===== src/rtl/note_seq_pkg.sv =====
// note_seq_pkg: shared types and note codes for the note sequencer.
// Loop playback is enabled by defining NOTE_SEQ_LOOP_EN.
package note_seq_pkg;

  localparam int NOTE_W_DEF = 4;

  typedef enum logic [1:0] {
    S_IDLE,
    S_NOTE,
    S_GAP,
    S_DONE
  } state_e;

  localparam logic [3:0] NOTE_DO  = 4'h0;
  localparam logic [3:0] NOTE_RE  = 4'h1;
  localparam logic [3:0] NOTE_MI  = 4'h2;
  localparam logic [3:0] NOTE_FA  = 4'h3;
  localparam logic [3:0] NOTE_SOL = 4'h4;
  localparam logic [3:0] NOTE_LA  = 4'h5;
  localparam logic [3:0] NOTE_SI  = 4'h6;

endpackage


===== src/rtl/duration_timer.sv =====
// duration_timer: loadable down-counter, expire pulses while enabled at zero.
// Shared by the hold and gap phases of the note sequencer.
module duration_timer #(
  parameter int W = 4
) (
  input  logic         clock,
  input  logic         reset,
  input  logic         load,
  input  logic [W-1:0] load_val,
  input  logic         en,
  output logic         expire
);

  logic [W-1:0] cnt_q, cnt_d;

  always_comb begin
    cnt_d = cnt_q;
    if (load) begin
      cnt_d = load_val;
    end else if (en && cnt_q != '0) begin
      cnt_d = cnt_q - W'(1);
    end
  end

  // Not gated by load: the FSM uses expire to decide to reload.
  assign expire = en && (cnt_q == '0);

  always_ff @(posedge clock) begin
    if (reset) begin
      cnt_q <= '0;
    end else begin
      cnt_q <= cnt_d;
    end
  end

endmodule


===== src/rtl/note_sequencer.sv =====
// note_sequencer: buffers note codes and plays them to the 7-seg decoder.
// Define NOTE_SEQ_LOOP_EN to loop playback until stop instead of ending.
module note_sequencer
  import note_seq_pkg::*;
#(
  parameter int DEPTH       = 16,
  parameter int NOTE_W      = NOTE_W_DEF,
  parameter int HOLD_CYCLES = 8,
  parameter int GAP_CYCLES  = 2
) (
  input  logic                       clock,
  input  logic                       reset,
  input  logic [NOTE_W-1:0]          note_in,
  input  logic                       note_valid,
  output logic                       note_accept,
  input  logic                       clear,
  input  logic                       play,
  input  logic                       stop,
  output logic [NOTE_W-1:0]          note_out,
  output logic                       note_ready,
  output logic                       sounding,
  output logic                       busy,
  output logic                       done,
  output logic [$clog2(DEPTH+1)-1:0] count
);

  localparam int CW   = $clog2(DEPTH + 1);
  localparam int IW   = (DEPTH > 1) ? $clog2(DEPTH) : 1;
  localparam int TMAX = (HOLD_CYCLES > GAP_CYCLES) ? HOLD_CYCLES : GAP_CYCLES;
  localparam int TW   = $clog2(TMAX + 1);

  localparam logic [TW-1:0] HOLD_LD = TW'(HOLD_CYCLES - 1);
  localparam logic [TW-1:0] GAP_LD  = TW'((GAP_CYCLES > 0) ? GAP_CYCLES - 1 : 0);

  state_e              state_q, state_d;
  logic [CW-1:0]       count_q, count_d;
  logic [IW-1:0]       index_q, index_d;
  logic [NOTE_W-1:0]   note_out_q, note_out_d;
  logic                ready_q, ready_d;
  logic [NOTE_W-1:0]   mem_q [DEPTH];

  logic                wr_en;
  logic                tmr_load;
  logic [TW-1:0]       tmr_ld_val;
  logic                tmr_en;
  logic                tmr_exp;
  logic                step;
  logic                last_note;
  logic [IW-1:0]       nxt_idx;

  duration_timer #(.W(TW)) u_timer (
    .clock    (clock),
    .reset    (reset),
    .load     (tmr_load),
    .load_val (tmr_ld_val),
    .en       (tmr_en),
    .expire   (tmr_exp)
  );

  assign last_note = (CW'(index_q) == count_q - CW'(1));
  assign nxt_idx   = last_note ? '0 : index_q + IW'(1);

  always_comb begin
    state_d     = state_q;
    count_d     = count_q;
    index_d     = index_q;
    note_out_d  = note_out_q;
    ready_d     = 1'b0;
    wr_en       = 1'b0;
    tmr_load    = 1'b0;
    tmr_ld_val  = HOLD_LD;
    tmr_en      = 1'b0;
    note_accept = 1'b0;
    step        = 1'b0;

    unique case (state_q)
      S_IDLE: begin
        note_accept = note_valid && !clear && !reset
                      && (count_q < CW'(DEPTH));
        if (clear) begin
          count_d = '0;
        end else if (note_accept) begin
          wr_en   = 1'b1;
          count_d = count_q + CW'(1);
        end
        if (play && !stop && !clear && count_q != '0) begin
          state_d    = S_NOTE;
          index_d    = '0;
          note_out_d = mem_q[0];
          ready_d    = 1'b1;
          tmr_load   = 1'b1;
          tmr_ld_val = HOLD_LD;
        end
      end
      S_NOTE: begin
        tmr_en = 1'b1;
        if (tmr_exp) begin
          if (GAP_CYCLES > 0) begin
            state_d    = S_GAP;
            tmr_load   = 1'b1;
            tmr_ld_val = GAP_LD;
          end else begin
            step = 1'b1;
          end
        end
      end
      S_GAP: begin
        tmr_en = 1'b1;
        step   = tmr_exp;
      end
      S_DONE: begin
        state_d = S_IDLE;
      end
      default: begin
        state_d = S_IDLE;
      end
    endcase

    if (step) begin
`ifdef NOTE_SEQ_LOOP_EN
      state_d    = S_NOTE;
      index_d    = nxt_idx;
      note_out_d = mem_q[nxt_idx];
      ready_d    = 1'b1;
      tmr_load   = 1'b1;
      tmr_ld_val = HOLD_LD;
`else
      if (last_note) begin
        state_d    = S_DONE;
        note_out_d = '0;
      end else begin
        state_d    = S_NOTE;
        index_d    = nxt_idx;
        note_out_d = mem_q[nxt_idx];
        ready_d    = 1'b1;
        tmr_load   = 1'b1;
        tmr_ld_val = HOLD_LD;
      end
`endif
    end

    // Abort keeps the buffer so the same melody can be replayed.
    if (stop && state_q != S_IDLE) begin
      state_d    = S_IDLE;
      note_out_d = '0;
      ready_d    = 1'b0;
    end
  end

  always_ff @(posedge clock) begin
    if (reset) begin
      state_q    <= S_IDLE;
      count_q    <= '0;
      index_q    <= '0;
      note_out_q <= '0;
      ready_q    <= 1'b0;
    end else begin
      state_q    <= state_d;
      count_q    <= count_d;
      index_q    <= index_d;
      note_out_q <= note_out_d;
      ready_q    <= ready_d;
    end
  end

  always_ff @(posedge clock) begin
    if (wr_en) begin
      mem_q[count_q[IW-1:0]] <= note_in;
    end
  end

  assign note_out   = note_out_q;
  assign note_ready = ready_q;
  assign sounding   = (state_q == S_NOTE);
  assign busy       = (state_q != S_IDLE);
  assign done       = (state_q == S_DONE);
  assign count      = count_q;

endmodule


===== config.mk =====
export PLATFORM = sky130hd
export DESIGN_NAME = note_sequencer
export DESIGN_NICKNAME = d
export VERILOG_FILES = /design/src/rtl/note_seq_pkg.sv /design/src/rtl/duration_timer.sv /design/src/rtl/note_sequencer.sv
export SDC_FILE = /design/constraint.sdc
export NUM_CORES = 1
export LEC_CHECK = 0
export CAP_MARGIN = 20
export CORE_MARGIN = 2
export CORE_UTILIZATION = 59
export CTS_BUF_LIST = sky130_fd_sc_hd__clkbuf_4 sky130_fd_sc_hd__clkbuf_8 sky130_fd_sc_hd__clkbuf_16
export DETAILED_ROUTE_END_ITERATION = 8
export PLACE_DENSITY = 0.79
export SKIP_CTS_REPAIR_TIMING = 1
export SYNTH_ARGS = -nofsm -noshare
export SYNTH_HDL_FRONTEND = slang
export SYNTH_SLANG_ARGS = --single-unit

===== constraint.sdc =====
create_clock -name clock -period 3.15 [get_ports clock]
set_input_delay 0.63 -clock clock [delete_from_list [all_inputs] [get_ports clock]]
set_output_delay 0.63 -clock clock [all_outputs]
set_load 0.02 [all_outputs]

==> impl_metrics.ini <==
[yosys]
ys_ff_latch = 84
ys_seq_area_frac = 0.5945
synthDominantCellAreaShare = 0.4920
yosys.cell_types.count = 48
syn_nets = 331
synth-main-ff-cell = edfxtp_1
syn_area_sq_um = 3906
synth_area_per_cell_sq_um = 12.60
synth_area_leaders = edfxtp_1, dfxtp_1, mux4_2
synth_edf_count = 64
syn_inst = 310
synth_top_cell_by_area = edfxtp_1
yosysWarnings = 0
async_flop_share = 0

[detailed_routing]
drc_errors = 0
wl_per_cell_um = 19.40
drt_iter0_markers = 204
top_layer = met4
ant_nets = 0
drt-met1-wl_um = 3439
wl_met3_um = 447
wl_um = 8167
vias = 2544
dr.pass1.iters = 4
drt-vias-per-instance = 6.043
met2_length_um = 4194

[placement]
gp_congestion = 0.9042
dp_cells = 405
dpl_cell_area_sq_um = 4232
port_buffers = 23
dp_hpwl_um = 5941

[timing]
rsz0062_at_grt = false
fin_crit_ps = 2964
relSlewSlack = 0.4712
finalSetupTns_ps = 0
clock_skew_ps = 18.44
drv_slew = 0
timing.fmax_mhz = 337.4
fin_crit_sh = 0.9408
setup_viol_count_final = 0
hold_viol = 0
worstMarginPinSlew_ps = 787.5

[power_and_ir_drop]
clockPowerShare = 0.400
comb_power_share = 0.032
ir_worst_vdd_mv = 0.5779
p_leak_nw = 1.477
power_density_nw_per_um2 = 472.3
intPower_mw = 1.669
p_seq_frac = 0.568
power.switching_uw = 434.7
p_sw_frac = 0.2066

[global_route]
antenna_found_initial = 0
grt_pass1_vias = 2606
grt_max_degree = 35
grt_overflow = 0
grt_pass1_wl_um = 13520
grt_use_total = 0.2490

[worst_setup_path]
critical_path.max_fanout = 2
cp.arrival_ps = 2330
crit_required_ps = 2520
end_kind = output pin
startpoint_type = input pin
path_class = in2out

[die]
core_area_sq_um = 6386
io_pins = 24
die_area_sq_um = 7288
fp.dieH_um = 85.37
num_rows = 29
die-width_um = 85.37
start_util = 0.6117

[clock_tree]
clk_pin_slew_ps = 100
cts-buffers-inserted = 9
htreeDepth = 3
clock_sinks = 84
cts_tree = built
cts_max_path_buffers = 2
clock_latency_ps = 350
cts_root_buf = clkbuf_8

[worst_hold_path]
hp-class = reg2reg

[run_status]
status = completed

[cells_and_area]
nets = 360
drive_above_1_share = 0.1017
fill_cells = 455
fin_area_sq_um = 4454
final_util = 0.6975
diodes = 0
fin_cells = 421
ff_latch_area_sq_um = 2322
syn2layout_area_growth_pct = 14.03
multi_input_area_sq_um = 1493

[job]
cap_violations = 0
[power by group through the flow]
stage	logic, mW	clock network, mW	registers (mW)
5_1_grt	0.0741	0.903	1.20
3_3_place_gp	0.0654	0	1.22
4_1_cts	0.0678	0.849	1.20
3_5_place_dp	0.0675	0	1.22
2_1_floorplan	0.0293	0	1.22
6_report	0.0675	0.841	1.20
[through the flow]
step / hold slack, ps / worst slack (ps) / total power [mW]
after floorplan: 490.6 / 574.4 / 1.251
after global placement: 516.9 / 292.7 / 1.286
after detailed placement: 529.0 / 215.0 / 1.288
after CTS: 545.3 / 202.8 / 2.113
after global routing: 580.4 / 131.5 / 2.173
final: 549.8 / 186.4 / 2.104
[cell usage in the layout (no fill, tap or decap), types with 6 or more instances in the layout]
| master | n |
|---|---|
| edfxtp_1 | 64 |
| clkdlybuf4s50_1 | 23 |
| o21ai_0 | 12 |
| buf_4 | 6 |
| nand2_1 | 29 |
| clkbuf_8 | 9 |
| inv_1 | 12 |
| xor2_1 | 8 |
| nand2b_1 | 10 |
| a211oi_1 | 9 |
| a21oi_1 | 7 |
| mux4_2 | 8 |
| dfxtp_1 | 20 |
| ha_1 | 11 |
| nor2_1 | 33 |
| nor3_1 | 9 |
| mux2i_1 | 10 |
[final timing paths]
kind	cells past startpoint	startpoint	slack [ps]	end
worst max register to register	8	count[0]	460	note_out[3]
worst min-delay path	2	u_timer.cnt_q[1]	550	u_timer.cnt_q[1]
worst max-delay path	4	clear	190	note_accept
worst min register to register	2	u_timer.cnt_q[1]	550	u_timer.cnt_q[1]
[cell families (layout without fill, tap and decap cells)]
family          count (synthesis)  in the layout  synth area share
xor+xnor                       12             12           0.02691
simple gates                  101            101            0.1230
mux                            18             18           0.07175
fa+ha+maj                      11             11           0.03523
flops                          84             84            0.5945
buf+inv                        23             57           0.02498
compound gates                 61             61            0.1236
[registers in the layout, indices dropped and copies added, names as in the netlist]
register,cells
u_timer.cnt_q,4
index_q,4
mem_q,64
count,5
note_out,4
note_ready,1
state_q,2
[final cells by class]
type                       instances  share of cell area
clock buffer                       9             0.02781
clock inverter                     7             0.02219
inverter                          12             0.01011
multi-input combinational        203              0.3351
sequential                        84              0.5213
tap                               77             0.02163
timing repair buffer              29             0.06180
[per-layer routing]
metal	vias to the layer above	track usage
met1	1235	0.3302
met3	10	0.05156
li1	1231	-
met2	68	0.4233
met4	0	0.06349
met5	-	0
[Yosys cell counts (4+ instances only)]
cell type	number
edfxtp_1	64
nor2_1	33
nand2_1	29
dfxtp_1	20
inv_1	12
o21ai_0	12
ha_1	11
mux2i_1	10
nand2b_1	10
a211oi_1	9
nor3_1	9
mux4_2	8
xor2_1	8
a21oi_1	7
clkbuf_1	6
a211o_1	5
a311oi_1	5
nor2b_1	5
xnor2_1	4
[critical path: stages]
cell and delay [ps]:
clkdlybuf4s50_1 420, nand2b_1 190, nor4b_2 390, clkdlybuf4s50_1 700
Power figures use the tool's default switching activity.
==> edit (config.mk and constraints unchanged) <==
`GAP_CYCLES`: 2 -> 4.
--- a/src/rtl/note_sequencer.sv
+++ b/src/rtl/note_sequencer.sv
@@ -7,5 +7,5 @@
   parameter int NOTE_W      = NOTE_W_DEF,
   parameter int HOLD_CYCLES = 8,
-  parameter int GAP_CYCLES  = 2
+  parameter int GAP_CYCLES  = 4
 ) (
   input  logic                       clock,
Behaviour: no difference found for any inputs over 10 cycles, from zero or initial values and one cycle with reset high; that may be too few to reach the edited logic, so the function may still have changed.
==> edit against the unedited design <==
Global-route usage down 2.3 points. Maximum frequency grew 4.2%. Routed wire length down 7.8%. Area after synthesis shrank 0.54%. Total power fell by 6.6%. Utilization down 0.90 points. Final area decreased by 1.9%. Sequential cell count unchanged. Setup slack better by 0.12 ns. Cell count is 0.71% lower. Critical endpoint unchanged. Largest cell class unchanged.
==> edit: results (changes against the unedited design) <==
place_inst: 402  # -0.74%
grt_pass1_vias: 2394  # -8.1%
worstHoldStart: "state_q[1]"
wl_met1_um: 3480  # +1.3%
grt.met3_usage_pct: 3.70  # -1.5 points
grt_usage_pct: 22.6  # -2.3 points
hold_slack_ns: 0.546  # -0.00423 ns
min_to: "state_q[1]"
drtIter0Drc: 226  # +11%
top_layer: "met4"
slew_headroom_pct: 39.9  # -7.3 points
routed_via_density: 6.01  # -0.51%
max_freq_mhz: 352  # +4.2%
gp_congestion: 0.877  # -3.0%
grt_util_met1_pct: 32.2  # -0.78 points
avgSynthCellArea_um2: 12.5  # -0.54%
status: "finished, final reports clean"
synth_commonest_cells: "64 x edfxtp_1, 29 x nor2_1, 22 x a21oi_1, 22 x nand2_1, 20 x dfxtp_1"
p_leak_nw: 1.44  # -2.4%
grtUsageMet2_pct: 35.1  # -7.2 points
nets: 357  # -0.83%
wl_per_cell_um: 18.0  # -7.1%
final_layout_size_suffix_gt1_share_pct: 11.4  # +1.3 points
r2r_end: "note_out[0]"
path_clk_slew_ns: 0.08  # -0.02 ns
synthesis.nets: 331  # unchanged
yosysSeqAreaShare_pct: 59.8  # +0.33 points
worst_r2r_path_depth: 7  # -1
cp_max_fo: 3  # +1
grt_first_pass_wirelength_um: 12300  # -9.3%
reg2reg_from: "index_q[1]"
wl_met2_um: 3570  # -15%
yosys-top-cells-area: "edfxtp_1 49%, dfxtp_1 10%, mux4_2 4.6%, ha_1 3.5%, a21oi_1 2.8%"
arrival_ns: 2.21  # -0.12 ns
r2r_slack_ns: 0.56  # +0.10 ns
wl_met3_um: 367  # -18%
dpl_worst_slack_ns: 0.308  # +0.0935 ns
max-vdd-ir-drop_mv: 0.358  # -38%
grt_max_degree: 28  # -20%
placed_area_um2: 4190  # -0.98%
comb_power_share_pct: 3.5  # +0.3 points
wirelength_um: 7530  # -7.8%
hpwl_um: 5320  # -10%
pwr-share-clk_pct: 35.6  # -4.4 points
yosysUniqueCellTypes: 49  # +2.1%
p_per_area_nw_per_um2: 450  # -4.8%
## edit: kinds of logic (layout without fill, tap and decap cells)
family / after synthesis / count (layout) / synth area share (%)
and+or+nand+nor: 86 / 86 / 10.8
DFF: 84 / 84 / 59.8
adders and majority gates: 11 / 11 / 3.54
muxes: 21 / 21 / 8.05
xor gates and xnor gates: 13 / 13 / 2.93
AOI/OAI and AO/OA: 69 / 69 / 11.9
buffers and inverters: 26 / 57 / 3.03
## edit: area by class of cell
class | count | area (um^2)
flip-flops and latches | 84 | 2320
fillers | 449 | 1980
multi-input cells | 200 | 1450
repair buffers | 29 | 275
clock buffers | 9 | 124
well taps | 77 | 96.3
clock inverters | 7 | 57.6
inverters | 12 | 45.0
## edit: worst max path at each step
stage	startpoint	to
finish	clear	note_accept
global route	clear	note_accept
CTS	clear	note_accept
detailed placement	clear	note_accept
global placement	clear	note_accept
floorplan	clear	mem_q[0][0]
